File: config.mk
export PLATFORM = sky130hd
export DESIGN_NAME = imm_gen_pipe
export DESIGN_NICKNAME = d
export VERILOG_FILES = /design/src/rtl/imm_gen_pipe.sv
export SDC_FILE = /design/constraint.sdc
export NUM_CORES = 1
export LEC_CHECK = 0
export BUFFER_PORTS_ARGS = -buffer_cell sky130_fd_sc_hd__buf_2
export CORE_ASPECT_RATIO = 1.5
export CORE_MARGIN = 2
export CORE_UTILIZATION = 35
export CTS_CLUSTER_SIZE = 12
export DETAILED_ROUTE_END_ITERATION = 7
export GPL_ROUTABILITY_DRIVEN = 0
export GPL_TIMING_DRIVEN = 1
export PLACE_DENSITY = 0.68
export SLEW_MARGIN = 20
export SYNTH_ARGS = -nofsm -noshare
export SYNTH_HDL_FRONTEND = slang
export SYNTH_SLANG_ARGS = --single-unit
File: constraint.sdc
create_clock -name clk -period 4.3 [get_ports clk]
set_input_delay 0.43 -clock clk [delete_from_list [all_inputs] [get_ports clk]]
set_output_delay 0.43 -clock clk [all_outputs]
set_load 0.1 [all_outputs]
File: src/rtl/imm_gen_pipe.sv
// imm_gen_pipe: RV32/RV64 immediate decoder feeding a small tagged FIFO with valid/ready on both sides.
// Build option: define IMM_GEN_ZIMM_EN to make format 110 (CSR zimm) legal; otherwise it decodes as illegal.
module imm_gen_pipe #(
  parameter int XLEN  = 32,
  parameter int DEPTH = 2,
  parameter int TAG_W = 4
) (
  input  logic                       clk,
  input  logic                       reset,
  input  logic                       flush,
  input  logic                       in_valid,
  output logic                       in_ready,
  input  logic [2:0]                 imm_src,
  input  logic [31:0]                inst_code,
  input  logic [TAG_W-1:0]           in_tag,
  output logic                       out_valid,
  input  logic                       out_ready,
  output logic [XLEN-1:0]            imm_out,
  output logic                       imm_err,
  output logic [TAG_W-1:0]           out_tag,
  output logic [$clog2(DEPTH)+1-1:0] count
);

  localparam int AW = $clog2(DEPTH);
  localparam int CW = $clog2(DEPTH) + 1;

  // Returns {err, imm}. Formats are first built as a signed 32-bit value so a
  // single signed widening handles both XLEN=32 and XLEN=64.
  function automatic logic [XLEN:0] decode_imm(input logic [2:0] src, input logic [31:0] inst);
    logic signed [31:0]     raw;
    logic signed [XLEN-1:0] ext;
    logic                   err;
    raw = '0;
    err = 1'b0;
    case (src)
      3'b000: raw = {{20{inst[31]}}, inst[31:20]};
      3'b001: raw = {{20{inst[31]}}, inst[31:25], inst[11:7]};
      3'b010: raw = {{19{inst[31]}}, inst[31], inst[7], inst[30:25], inst[11:8], 1'b0};
      3'b011: raw = {inst[31:12], 12'b0};
      3'b100: raw = {{11{inst[31]}}, inst[31], inst[19:12], inst[20], inst[30:21], 1'b0};
      3'b101: raw = (XLEN == 64) ? {26'b0, inst[25:20]} : {27'b0, inst[24:20]};
`ifdef IMM_GEN_ZIMM_EN
      3'b110: raw = {27'b0, inst[19:15]};
`else
      3'b110: err = 1'b1;
`endif
      default: err = 1'b1;
    endcase
    ext = XLEN'(raw);
    return {err, ext};
  endfunction

  logic signed [XLEN-1:0] imm_p0;
  logic                   err_p0;
  logic                   vld_p0;
  logic                   vld_p1;
  logic                   push;
  logic                   pop;

  logic [AW-1:0]    wr_ptr;
  logic [AW-1:0]    rd_ptr;
  logic [CW-1:0]    count_q;
  logic [XLEN-1:0]  mem_imm [DEPTH];
  logic             mem_err [DEPTH];
  logic [TAG_W-1:0] mem_tag [DEPTH];

  // Stage p0: combinational decode of the offered instruction
  always_comb begin
    {err_p0, imm_p0} = decode_imm(imm_src, inst_code);
  end

  assign vld_p0   = in_valid;
  assign in_ready = (count_q != CW'(DEPTH));
  assign push     = vld_p0 && in_ready;
  assign vld_p1   = (count_q != '0);
  assign pop      = vld_p1 && out_ready;

  // Stage p1: FIFO control; flush outranks any push or pop in the same cycle
  always_ff @(posedge clk or posedge reset) begin
    if (reset) begin
      wr_ptr  <= '0;
      rd_ptr  <= '0;
      count_q <= '0;
    end else if (flush) begin
      wr_ptr  <= '0;
      rd_ptr  <= '0;
      count_q <= '0;
    end else begin
      if (push) wr_ptr <= wr_ptr + 1'b1;
      if (pop)  rd_ptr <= rd_ptr + 1'b1;
      case ({push, pop})
        2'b10:   count_q <= count_q + 1'b1;
        2'b01:   count_q <= count_q - 1'b1;
        default: count_q <= count_q;
      endcase
    end
  end

  // Storage is never reset; an empty FIFO masks it at the outputs.
  always_ff @(posedge clk) begin
    if (push && !flush) begin
      mem_imm[wr_ptr] <= imm_p0;
      mem_err[wr_ptr] <= err_p0;
      mem_tag[wr_ptr] <= in_tag;
    end
  end

  always_comb begin
    imm_out = '0;
    imm_err = 1'b0;
    out_tag = '0;
    if (vld_p1) begin
      imm_out = mem_imm[rd_ptr];
      imm_err = mem_err[rd_ptr];
      out_tag = mem_tag[rd_ptr];
    end
  end

  assign out_valid = vld_p1;
  assign count     = count_q;

endmodule

== Word level (Yosys, flattened, before mapping) ==
Memories as Yosys holds them, arrays and structs flattened.
Index checks and enable logic that the tools add are counted.
Cells by class
  bitwise operators: 0
  shifts and indexed selects: 0
  multiplexer cells: 13
  $lt $le $gt $ge: 0
  multiply operators: 0
  add/subtract/negate cells: 4
  eq/ne operators: 8
  div/mod/pow operators: 0
  reductions and logical operators: 10
Operators with widths (count)
  $pmux 32 s6: 1
  $mux 32: 1
  $mux 1: 8
  $eq 3x2->1 const B: 2
  $eq 3x3->1 const B: 2
  $reduce_bool 2->1: 3
  $reduce_or 6->1: 1
  $mux 4: 1
  $pmux 2 s2: 1
  $eq 3x1->1 const B: 1
  $logic_and 1x1->1: 3
  $logic_not 3->1: 1
  $reduce_bool 3->1: 1
  $add 1x1->1 const B: 2
  $add 2x1->2 const B: 1
  $eq 2x1->1 const B: 1
  $eq 2x2->1 const B: 1
  $mux 2: 1
  $ne 2x2->1 const B: 1
  $sub 2x1->2 const B: 1
  $logic_not 1->1: 1
Storage, ports and cells
  word-level logic and storage cells: 41
  memories kept: 3
  ROM bits: 0
  flip-flop bits (word level): 4
  latch bits: 0
  input port bits: 44
  RAM bits: 74
Memory list
  mem_imm: depth 2, width 32, read ports 1, clocked after memory_dff 0, write ports 1, RTL line 63  | logic [XLEN-1:0] mem_imm [DEPTH];
  mem_tag: depth 2, width 4, read ports 1, clocked after memory_dff 0, write ports 1, RTL line 65  | logic [TAG_W-1:0] mem_tag [DEPTH];
  mem_err: depth 2, width 1, read ports 1, clocked after memory_dff 0, write ports 1, RTL line 64  | logic mem_err [DEPTH];

== Logic depth before layout (Yosys ltp) ==
  word-level depth: 5
  gate-level depth with buffers: 5
  mapped depth without buffers: 4

== Least setup slack after synthesis ==
OpenSTA, ideal clock, no wires.
  path kind: register -> register
  start: register count_q[0] (netlist: count[0])
  end: memory mem_err[1] (enable)
  clock period less this slack: 5.217 ns
  stages on the path, launching flop included: 5
  slack: -0.917 ns
  data arrival time: 4.731 ns
  data required time: 3.814 ns
  cells stage by stage: dfrtp_1 nor2b_1 inv_1 nand2_1 nor3b_1
Between the ends
  longest elaborated chain between the ends: 5
Ends and longest elaborated chain
  start, declared: RTL line 62  | logic [CW-1:0] count_q;
  start signal, assigned: RTL line 92  | 2'b10: count_q <= count_q + 1'b1;
  start signal, assigned: RTL line 93  | 2'b01: count_q <= count_q - 1'b1;
  start signal, assigned: RTL line 94  | default: count_q <= count_q;
  $ne 2x2->1: RTL line 73  | assign in_ready = (count_q != CW'(DEPTH));
  via in_ready: RTL line 12  | output logic in_ready,
  $logic_and 1x1->1: RTL line 74  | assign push = vld_p0 && in_ready;
  $logic_and 1x1->1: RTL line 101  | if (push && !flush) begin
  $mux 1: RTL line 101
  $mux 1 (not written as such): RTL line 103  | mem_err[wr_ptr] <= err_p0;
  end, declared: RTL line 64
The timed path passes the listed nets, and every way through them passes these cells.

== Worst setup path after layout ==
  start: register rd_ptr
  end: output imm_out[19]
Between the ends
  longest elaborated chain between the ends: 2
Ends and longest elaborated chain
  start, declared: RTL line 61  | logic [AW-1:0] rd_ptr;
  start signal, assigned: RTL line 90  | if (pop) rd_ptr <= rd_ptr + 1'b1;
  $mem_v2 2x32
  $mux 32: RTL line 112  | if (vld_p1) begin
  end, declared: RTL line 18  | output logic [XLEN-1:0] imm_out,
Every way passes these cells.

==> results by group <==
Status
  – Outcome: complete, but fails checks
  – Violated checks: design-rule violations

Place
  – Number of cells after detailed placement: 438
  – Half-perimeter wire length after detailed placement: roughly 4.7 mm
  – Buffers added on ports: 77

CTS
  – Number of buffers created by CTS: 9
  – Number of setup buffers added after CTS: 0
  – Clock Tree Buf Depth: 2
  – CTS tree: done
  – Clock transition at the register clock pins on the worst setup and hold paths after CTS: 0.05 ns
  – Later-pin clock latency in the skew report: roughly 0.33 ns
  – Clock sink count: 78
  – Level count of the clock H-tree: 3
  – Library cell used as clock root buffer: sky130_fd_sc_hd__clkbuf_16

GRT
  – Tot GR Track Use: 13.66%
  – Number of global-route vias before repair: 2,294
  – First-pass GRT wire length: around 11 mm
  – Largest net degree at the start of global routing: 39
  – Remaining global-route overflow: 0
  – Antenna violations before repair: 0

Setup path
  – Kind of end point of the critical path: output pin
  – Category of the critical setup timing path: flip-flop to output pin
  – Depth of the most critical reg-to-reg path: 5
  – WP data required: about 3.9 ns
  – Crit start category: flip-flop
  – Max Fanout on Critical Path: 38
  – Worst path arrival time: 2.00 ns

STA
  – Total Neg Setup Slack: 0 ns
  – Hold violation total from the final report: 0
  – Least-Margin Pin Slew: 0.6900 ns
  – Number of pins exceeding their max-slew limit in the final report: 0
  – Period Utilization, post-route: 56.62%
  – Rel. slew slack: 54.00%
  – Tmin final: 2.435 ns
  – Fin Clk Skew: 0.007032 ns
  – Maximum clock frequency: 0.4108 GHz
  – Number of failing setup endpoints in the final timing report: 0
  – Unrepaired setup endpoints after global routing: false

Drt
  – Routed wire length on met3: 353 um
  – Remaining antenna violation count: 0
  – Routed WL per cell: 15.66 um
  – Residual DRC: 4
  – Vias/cell: 4.960
  – Violation count after the first detailed-route iteration: 78
  – Length of routed wiring on met1: between 2 and 3 mm
  – Drt first pass iters: 8
  – Routed wire length on met2: 3.619 mm
  – Wire length reported by the detailed router: ~7.1 mm
  – Vias: 2,257
  – Top routing layer used: met4

Worst hold path
  – Type of the tightest min-delay check: input port to flip-flop
  – Number of cells on the worst hold path: 1

Logic synthesis
  – Gate count of the mapped netlist: 262
  – Average footprint of a synthesized cell: 13.39 sq um
  – Synth warnings: 0
  – Net Count, Synth: 306
  – Primary flip-flop cell chosen by synthesis mapping: sky130_fd_sc_hd__edfxtp_1
  – Number of flops mapped to enable cells by yosys: 74
  – Async set-reset flop share out of synthesis: between 5 and 6%
  – Area of the mapped netlist: between 3000 and 4000 sq um
  – Sequential area share after synthesis: about two thirds
  – Flops & latches, synth: 78
  – Distinct cell type count of the synthesized netlist: 33

Finish
  – Layout cell share with drive strength beyond 1: 30.29%
  – Number of standard cells in the layout, taps in and fillers out: 455
  – Fill cells: around 900
  – Layout overhead on the synthesized area: 22.25%
  – Most common library cell in the layout ignoring fill and taps: sky130_fd_sc_hd__buf_2
  – Most frequent cells in the layout: sky130_fd_sc_hd__buf_2 (77), sky130_fd_sc_hd__edfxtp_1 (74), sky130_fd_sc_hd__nor2_1 (41)
  – Number of antenna cells inserted: 0
  – Number of nets in the finished design: 379
  – Fin util: 44.02%

Floorplanning
  – Boundary Pins: 85
  – Std-Cell Core Area: between 9000 and 10,000 sq um
  – Die ar.: 10,860 sq um
  – Vertical extent of the die: approximately 130 um
  – Die X-Extent: approximately 86 um
  – Initial standard-cell utilization of the core: a little over a third
  – Core Rows: 44

Power
  – Total power consumption of the routed design: 2.052 mW
  – Leakage power figure: 1.694 nW
  – Power per standard cell area: 478.5 nW/um^2
  – Worst VDD drop: ~0.17 mV

Job
  – Total of max-cap violations: 0
-- final timing paths --
path                             endpoint       from  slack (ns)
min                         mem_tag[1][3]  in_tag[3]        0.30
max in group asynchronous          rd_ptr      reset        3.58
max                           imm_out[19]     rd_ptr        1.87
min in group asynchronous        count[0]      reset        0.54
max reg2reg                mem_imm[1][24]   count[1]        2.41
min reg2reg                        wr_ptr     wr_ptr        0.62
-- critical path, stage by stage, from the launching register on --
cell and delay, ns:
sky130_fd_sc_hd__dfrtp_4 0.87, sky130_fd_sc_hd__mux2i_1 0.16, sky130_fd_sc_hd__nor2_1 0.17, sky130_fd_sc_hd__buf_2 0.46
-- sequential cells by signal (all words and copies together), names as in the netlist --
register,count
count,2
mem_err,2
mem_imm,64
mem_tag,8
rd_ptr,1
wr_ptr,1
-- timing repair --
item,CTS,global route
endpoints found under the hold margin,4,0
resized for setup,0,0
hold buffers,1,0
-- per-layer routing --
| metal | vias to the layer above | global-route usage, % |
|---|---|---|
| met5 | - | 0 |
| met4 | 0 | 7.003 |
| met3 | 20 | 4.229 |
| met2 | 63 | 22.75 |
| met1 | 1070 | 15.68 |
| li1 | 1104 | - |
-- layout make-up --
cell class              instances  area [sq um]  area share [%]
flip-flops and latches         78          2326           54.23
well taps                     115         143.9           3.355
clock buffers                  10         229.0           5.338
repair buffers                 81         417.9           9.743
inverters                       6         22.52          0.5251
clock inverters                 6         68.82           1.604
multi-input cells             159          1081           25.20
-- power breakdown --
| group | total [mW] | internal [mW] | leakage (nW) | switching [mW] |
|---|---|---|---|---|
| sequential | 0.898 | 0.872 | 0.742 | 0.0262 |
| combinational | 0.415 | 0.0910 | 0.809 | 0.324 |
| clock | 0.739 | 0.453 | 0.143 | 0.286 |
| total | 2.05 | 1.42 | 1.69 | 0.636 |
-- metrics by stage --
stage	hold slack, ns	area [sq um]	worst slack [ns]
global route	0.2864	4289	1.739
floorplan	0.1961	3518	0.3481
detailed placement	0.3256	3979	1.875
CTS	0.2838	4287	1.528
global placement	0.3201	3979	1.890
finish	0.2956	4289	1.865
-- Yosys cell counts, types with 3 or more instances --
| cell type | count | share of area (%) |
|---|---|---|
| sky130_fd_sc_hd__o22ai_1 | 8 | 1.4 |
| sky130_fd_sc_hd__dfrtp_1 | 4 | 2.9 |
| sky130_fd_sc_hd__nor2b_1 | 8 | 1.4 |
| sky130_fd_sc_hd__o21ai_0 | 3 | 0.43 |
| sky130_fd_sc_hd__mux2i_1 | 38 | 11 |
| sky130_fd_sc_hd__a22o_1 | 4 | 1.0 |
| sky130_fd_sc_hd__nor2_1 | 42 | 4.5 |
| sky130_fd_sc_hd__and2b_1 | 3 | 0.64 |
| sky130_fd_sc_hd__inv_1 | 6 | 0.64 |
| sky130_fd_sc_hd__a21o_1 | 11 | 2.4 |
| sky130_fd_sc_hd__and2_1 | 4 | 0.71 |
| sky130_fd_sc_hd__a21oi_1 | 20 | 2.9 |
| sky130_fd_sc_hd__edfxtp_1 | 74 | 63 |
| sky130_fd_sc_hd__buf_2 | 11 | 1.6 |
-- kinds of logic after synthesis --
family          after synthesis  synth area share (%)
xor+xnor                      3                0.7491
buf+inv                      25                 3.709
simple gates                 66                 9.023
mux                          38                 10.84
fa+ha+maj                     1                0.3209
compound gates               51                 9.166
flops                        78                 66.19
No activity file was read; power rests on OpenSTA's default activity.
